===== src/rtl/setcc_arbiter.sv =====
// Round-robin arbiter sharing one combinational setcc unit between two requesters.
// Grant in IDLE, drive the unit for one EXEC cycle, then hold the captured response in RESP.
module setcc_arbiter #(
    parameter int unsigned width = 32
) (
    input  logic             clk,
    input  logic             reset,
    input  logic             req0_valid,
    output logic             req0_ready,
    input  logic [width-1:0] req0_op1,
    input  logic [width-1:0] req0_op2,
    input  logic [1:0]       req0_opc,
    input  logic             req1_valid,
    output logic             req1_ready,
    input  logic [width-1:0] req1_op1,
    input  logic [width-1:0] req1_op2,
    input  logic [1:0]       req1_opc,
    output logic [width-1:0] alu_op1,
    output logic [width-1:0] alu_op2,
    output logic             alu_add,
    output logic             alu_sub,
    output logic             alu_cmp,
    input  logic [width:0]   alu_result,
    input  logic             alu_c,
    input  logic             alu_z,
    input  logic             alu_n,
    input  logic             alu_v,
    output logic             rsp_valid,
    input  logic             rsp_ready,
    output logic             rsp_id,
    output logic [width:0]   rsp_result,
    output logic [3:0]       rsp_flags,
    output logic             rsp_err
);

    typedef enum logic [1:0] {StIdle, StExec, StResp} state_t;

    localparam logic [1:0] OpcAdd = 2'b00;
    localparam logic [1:0] OpcSub = 2'b01;
    localparam logic [1:0] OpcCmp = 2'b10;
    localparam logic [1:0] OpcRsv = 2'b11;

    state_t           r_state;
    logic             r_last_grant;
    logic [1:0]       r_opc;
    logic             r_id;
    logic [width-1:0] r_alu_op1;
    logic [width-1:0] r_alu_op2;
    logic             r_alu_add;
    logic             r_alu_sub;
    logic             r_alu_cmp;
    logic             r_rsp_valid;
    logic             r_rsp_id;
    logic [width:0]   r_rsp_result;
    logic [3:0]       r_rsp_flags;
    logic             r_rsp_err;

    logic             w_grant;
    logic             w_grant_id;
    logic [width-1:0] w_op1;
    logic [width-1:0] w_op2;
    logic [1:0]       w_opc;

    // On a tie the requester that did not win last time takes the grant.
    always_comb begin
        w_grant_id = (req0_valid && req1_valid) ? ~r_last_grant : req1_valid;
        w_grant    = (r_state == StIdle) && !reset && (req0_valid || req1_valid);
        w_op1      = w_grant_id ? req1_op1 : req0_op1;
        w_op2      = w_grant_id ? req1_op2 : req0_op2;
        w_opc      = w_grant_id ? req1_opc : req0_opc;
    end

    assign req0_ready = w_grant && !w_grant_id;
    assign req1_ready = w_grant && w_grant_id;

    always_ff @(posedge clk) begin
        if (reset) begin
            r_state      <= StIdle;
            r_last_grant <= 1'b1;
            r_opc        <= OpcAdd;
            r_id         <= 1'b0;
            r_alu_op1    <= '0;
            r_alu_op2    <= '0;
            r_alu_add    <= 1'b0;
            r_alu_sub    <= 1'b0;
            r_alu_cmp    <= 1'b0;
            r_rsp_valid  <= 1'b0;
            r_rsp_id     <= 1'b0;
            r_rsp_result <= '0;
            r_rsp_flags  <= '0;
            r_rsp_err    <= 1'b0;
        end else begin
            case (r_state)
                StIdle: begin
                    if (w_grant) begin
                        r_alu_op1    <= w_op1;
                        r_alu_op2    <= w_op2;
                        r_opc        <= w_opc;
                        r_id         <= w_grant_id;
                        r_last_grant <= w_grant_id;
                        r_alu_add    <= (w_opc == OpcAdd);
                        r_alu_sub    <= (w_opc == OpcSub);
                        r_alu_cmp    <= (w_opc == OpcCmp);
                        r_state      <= StExec;
                    end
                end
                StExec: begin
                    r_alu_add   <= 1'b0;
                    r_alu_sub   <= 1'b0;
                    r_alu_cmp   <= 1'b0;
                    r_rsp_valid <= 1'b1;
                    r_rsp_id    <= r_id;
                    if (r_opc == OpcRsv) begin
                        r_rsp_result <= '0;
                        r_rsp_flags  <= '0;
                        r_rsp_err    <= 1'b1;
                    end else begin
                        r_rsp_result <= alu_result;
                        r_rsp_flags  <= {alu_c, alu_z, alu_n, alu_v};
                        r_rsp_err    <= 1'b0;
                    end
                    r_state <= StResp;
                end
                StResp: begin
                    if (rsp_ready) begin
                        r_rsp_valid <= 1'b0;
                        r_state     <= StIdle;
                    end
                end
                default: r_state <= StIdle;
            endcase
        end
    end

    assign alu_op1    = r_alu_op1;
    assign alu_op2    = r_alu_op2;
    assign alu_add    = r_alu_add;
    assign alu_sub    = r_alu_sub;
    assign alu_cmp    = r_alu_cmp;
    assign rsp_valid  = r_rsp_valid;
    assign rsp_id     = r_rsp_id;
    assign rsp_result = r_rsp_result;
    assign rsp_flags  = r_rsp_flags;
    assign rsp_err    = r_rsp_err;

endmodule


===== config.mk =====
export PLATFORM = sky130hd
export DESIGN_NAME = setcc_arbiter
export DESIGN_NICKNAME = d
export VERILOG_FILES = /design/src/rtl/setcc_arbiter.sv
export SDC_FILE = /design/constraint.sdc
export NUM_CORES = 1
export LEC_CHECK = 0
export CAP_MARGIN = 0
export CELL_PAD_IN_SITES_DETAIL_PLACEMENT = 0
export CELL_PAD_IN_SITES_GLOBAL_PLACEMENT = 1
export CORE_ASPECT_RATIO = 1.2
export CORE_MARGIN = 2
export CORE_UTILIZATION = 26
export CTS_BUF_LIST = sky130_fd_sc_hd__clkbuf_4 sky130_fd_sc_hd__clkbuf_8
export DETAILED_ROUTE_END_ITERATION = 10
export GPL_TIMING_DRIVEN = 0
export HOLD_SLACK_MARGIN = 0.05
export PLACE_DENSITY = 0.81
export REMOVE_ABC_BUFFERS = 1
export SLEW_MARGIN = 20
export SYNTH_ARGS = -nofsm -noshare
export SYNTH_HDL_FRONTEND = slang
export SYNTH_SLANG_ARGS = --single-unit

===== constraint.sdc =====
create_clock -name clk -period 1.9 [get_ports clk]
set_input_delay 0.285 -clock clk [delete_from_list [all_inputs] [get_ports clk]]
set_output_delay 0.285 -clock clk [all_outputs]
set_load 0.01 [all_outputs]

## Yosys cells after proc, flatten, opt, wreduce, memory -nomap -nowiden

Index checks and enable logic that the tools add are counted.

- Flip-flop bits (word level): 113
- Output and inout port bits: 109

- Equal/unequal tests: 7
- Mux-type cells: 18
- Bitwise operators: 1
- Reduce and logical (&&, ||, !) cells: 16

Operators with widths:

| cell | number |
|---|---|
| 32-bit 2-to-1 mux | 2 |
| 33-bit 2-to-1 mux | 1 |
| 1-bit one-hot mux with 2 select lines | 4 |
| 2-bit AND reduction | 4 |
| 2-bit == test (second input constant) | 3 |
| 1-bit 2-to-1 mux | 6 |
| 2-bit 2-to-1 mux | 3 |
| 2-bit one-hot mux with 3 select lines | 1 |
| 1-bit logical AND | 5 |
| 2-bit by 1-bit == test with 1-bit output (second input constant) | 2 |
| 2-bit logical NOT | 2 |
| 4-bit 2-to-1 mux | 1 |
| 2-bit != test (second input constant) | 2 |
| 2-bit nonzero test | 2 |
| 1-bit logical NOT | 2 |
| 1-bit logical OR | 1 |
| 1-bit inverter | 1 |

## Longest topological paths before layout

- Depth after elaboration: 6
- Mapped depth: 6

## Worst setup path after synthesis

OpenSTA, ideal clock, no wires.

- Path type: reg-to-output
- Start point: register r_state[1]
- End point: output req1_ready
- Arrival: 1.291 ns
- Data required time: 1.615 ns
- Setup slack: 0.324 ns
- Cell stages (with the launch flop): 5
- Buffers on the path: 2
- Cells stage by stage: dfxtp_1 -> or3_1 -> buf_2 -> buf_2 -> nor2_1

- Word-level cells in the longest chain between the ends: 4

RTL lines:

| what | RTL line | source |
|---|---|---|
| start: declaration | 43 | `state_t r_state;` |
| start signal: assignment | 78 | `r_state <= StIdle;` |
| start signal: assignment | 104 | `r_state <= StExec;` |
| start signal: assignment | 122 | `r_state <= StResp;` |
| 2-bit logical NOT | 67 | `w_grant = (r_state == StIdle) && !reset && (req0_valid \|\| req1_valid);` |
| 1-bit logical AND (2 in a row) | 67 |  |
| 1-bit logical AND | 74 | `assign req1_ready = w_grant && w_grant_id;` |
| end: declaration | 14 | `output logic req1_ready,` |

No other way between the ends.

## Worst setup path after layout

Ends and elaborated chain as after synthesis.

==> flow_summary_export.csv <==
group,metric,value,unit
global_routing,antenna_found_initial,0,
power,clkPwrFrac,34.0,%
finish,diodes,0,
drt,viasPerCell,4.757,
worst_setup_path,critPathRequiredTime,1.62,ns
drt,wl_met2,8296,um
yosys,ys_warn_count,0,
min_path,worstHoldStart,"reset",
clock_network,h-tree-depth,4,
yosys,synth_edf_count,0,
place,dpl.hpwl,11350,um
yosys,ys.flop_type,"dfxtp_1",
worst_setup_path,r2r_cells,6,
power,powerDensity,813.7,mW/mm2
floorplanning,fp.dieH,148.4,um
timing,period_share,108.8,%
yosys,avgSynthCellArea,8.827,um2
yosys,ys_types,27,
timing,fin_skew,0.01050,ns
clock_network,clk_pin_slew,0.07,ns
clock_network,clock_sinks,113,
clock_network,clock_latency,0.43,ns
worst_setup_path,crit_path_start_kind,"register",
power,p_comb_share,25.3,%
timing,finalSetupTns,-0.3285,ns
yosys,netlist_area,0.004519,mm2
worst_setup_path,r2r_end,"alu_op2[21]$_SDFFE_PP0P_",
power,p_seq_share,40.6,%
yosys,synth-xor-area-share,0,%
worst_setup_path,r2r_setup_slack,0.06,ns
yosys,async_reset_ff_share,0,%
finish,area_growth_syn_to_layout,81.64,%
power,p_int,4878,uW
global_routing,grt_util_all_layers,18.46,%
drt,drtIter0Drc,183,
drt,first_pass_iters,4,
drt,final_antenna_net_count,0,
drt,met1_length,7201,um
place,portBuffers,282,
timing,final-hold-violation-count,0,
worst_setup_path,cp_slowest_cell,"or3_4",
floorplanning,start_util,26.72,%
power,total_leakage_power,0.003234,uW
floorplanning,ioPinCount,283,
yosys,synth_top_family_by_area,"compound AO/OA/AOI/OAI gates",
finish,nNetsFinal,962,
min_path,hp-class,"in -> reg",
place,post-place-cells,972,
floorplanning,die_area,0.01846,mm2
floorplanning,dieWidth,124.4,um
outcome,outcome,"complete, but fails checks",
power,swShare,26.97,%
yosys,ys_seq_area_share,50.06,%
yosys,synth-simple-area-share,17.58,%
global_routing,first_global_vias,4857,
power,total_power,6679,uW
power,vdd_drop_max,0.3729,mV
worst_setup_path,cp_max_fo,2,
worst_setup_path,max_stage_delay,0.41,ns
outcome,violations,"negative setup slack",
worst_setup_path,path_class,"reg -> out",
yosys,synth_compound_area_share,20.93,%
timing,final-setup-viol-count,2,
worst_setup_path,arrival,1.78,ns
timing,rsz0062_at_grt,"true",
floorplanning,core_area,0.01692,mm2
yosys,synthMuxAreaShare,0.6645,%
drt,met3_wirelength,1622,um
job,drv_cap,0,
timing,max_freq,483.7,MHz
yosys,ys_ff_latch,113,
timing,worst_pin_slew,0.7345,ns
drt,routedWlPerCell,17.14,um
yosys,synthTopCellsByArea,"dfxtp_1 50%, a221o_1 14%, nor3_1 7.2%",
finish,instances_no_fill,1014,
drt,drt-total-wl,17380,um
finish,drive_above_1_share,9.023,%
yosys,synth_top_area_share,50.06,%
yosys,synth_most_common_cell,"dfxtp_1",
clock_network,numCtsBuffers,17,
clock_network,cts_root_buffer,"clkbuf_8",
yosys,synth_fa_ha_area_share,0,%
place,routabilityCongestion,0.7516,
clock_network,cts_hold_buf,0,
drt,dr.max_layer_used,"met4",
clock_network,cts_tree,"yes",
timing,setup_ws,-0.1675,ns
min_path,whs_path_depth,2,
global_routing,grt_start_max_net_pins,44,
timing,fin_crit,2.067,ns
timing,drv_slew,0,
global_routing,grt_pass1_wl,26660,um
power,power.switching,1801,uW
min_path,holdPathEnd,"rsp_flags[0]$_SDFFE_PP0P_",
worst_setup_path,end_kind,"primary output",
drt,drc_errors,0,
clock_network,cts_max_path_buffers,2,
floorplanning,rows,52,
drt,vias,4824,
global_routing,overflow,0,
yosys,synth_top_cell_by_area,"dfxtp_1",
timing,whs,0.3043,ns
worst_setup_path,r2r_start,"r_state[1]$_SDFFE_PP0P_",
timing,timing.slew.headroom,50.86,%
worst_setup_path,path_cells,"or3_4 > buf_4 > buf_12 > buf_16 > nor2_4 > buf_6",
yosys,syn_inst,512,
yosys,yosys-top-cells-count,"113 x dfxtp_1, 65 x a221o_1, 65 x nor3_1",
==> worst max path at each step <==
stage	cells after the start	start	to	slack, ns
6_report	6	r_state[1]$_SDFFE_PP0P_	req1_ready	-0.17
5_1_grt	6	r_state[1]$_SDFFE_PP0P_	req1_ready	-0.23
4_1_cts	5	r_state[0]$_SDFFE_PP0P_	req0_ready	-0.22
3_5_place_dp	7	reset	req0_ready	-1.13
3_3_place_gp	4	reset	req0_ready	-6.86
2_1_floorplan	3	r_state[1]$_SDFFE_PP0P_	alu_op1[0]$_SDFFE_PP0P_	-2.03
==> flip-flops by register name (all words and copies together), names as in the netlist <==
signal        flops
alu_op2          32
rsp_valid         1
r_id              1
alu_op1          32
rsp_flags         4
alu_sub           1
rsp_id            1
r_opc             2
alu_add           1
rsp_result       33
alu_cmp           1
r_state           2
r_last_grant      1
rsp_err           1
==> routing by layer <==
metal  GRT usage, %  vias up
met1          21.30     2217
li1               -     2369
met3          6.978       18
met5              0        -
met4          6.517        0
met2          31.39      220
==> area by class of cell <==
type / instances / area (um2)
Multi-Input combinational cell: 287 / 1852
Clock inverter: 6 / 82.58
Fill cell: 1625 / 8707
Inverter: 64 / 240.2
Sequential cell: 113 / 2270
Timing Repair Buffer: 305 / 3197
Tap cell: 216 / 270.3
Clock buffer: 23 / 297.8
==> metrics by stage <==
step,util [%],instance area [um2],setup slack (ns)
floorplan,-,4273,-2.032
global placement,43.54,7366,-6.860
detailed placement,44.96,7606,-1.134
CTS,48.38,8184,-0.2179
global route,48.53,8209,-0.2323
finish,48.53,8209,-0.1675
==> power by group through the flow <==
stage | Sequential (uW) | Clock [uW] | Combinational, uW
6_report | 2710 | 2270 | 1690
3_5_place_dp | 2760 | 0 | 1590
4_1_cts | 2720 | 2330 | 1710
3_3_place_gp | 2760 | 0 | 1510
5_1_grt | 2740 | 2410 | 1810
2_1_floorplan | 2850 | 0 | 439
==> logic make-up after synthesis <==
kind of cell    count (synthesis)
flops                         113
buf+inv                       113
mux                             3
compound gates                119
simple gates                  164
==> placed cells by master, fill, tap and decap left out, drive strengths merged <==
cell type and count:
clkdlybuf4s50 279, dfxtp 113, a221o 65, nor3 65
inv 64, a21oi 45, nand2 42, nand3 37
buf 24, clkbuf 23, nor2 5, a211oi 4
nor2b 4, mux2i 3, clkinv 3, or3 3
a311oi 2, nand3b 2, bufinv 2, bufbuf 2
nand2b 2, or3b 2, nor3b 1, a21bo 1
or2 1, and2 1, a21o 1, o21ai 1
clkinvlp 1
==> critical path: cells and delay by family, from the launching register on <==
| family | cells | cell delay, ns |
|---|---|---|
| buf+inv | 4 | 0.51 |
| simple gates | 2 | 0.49 |
| flops | 1 | 0.34 |
==> what timing repair did <==
action / in CTS / in global routing
hold endpoints to repair: 0 / 0
pin swaps: 3 / 2
setup buffers: 12 / 0
gates resized for setup: 24 / 5
gates cloned: 3 / 0
setup endpoints to repair: 35 / 23
Power figures use the tool's default switching activity.
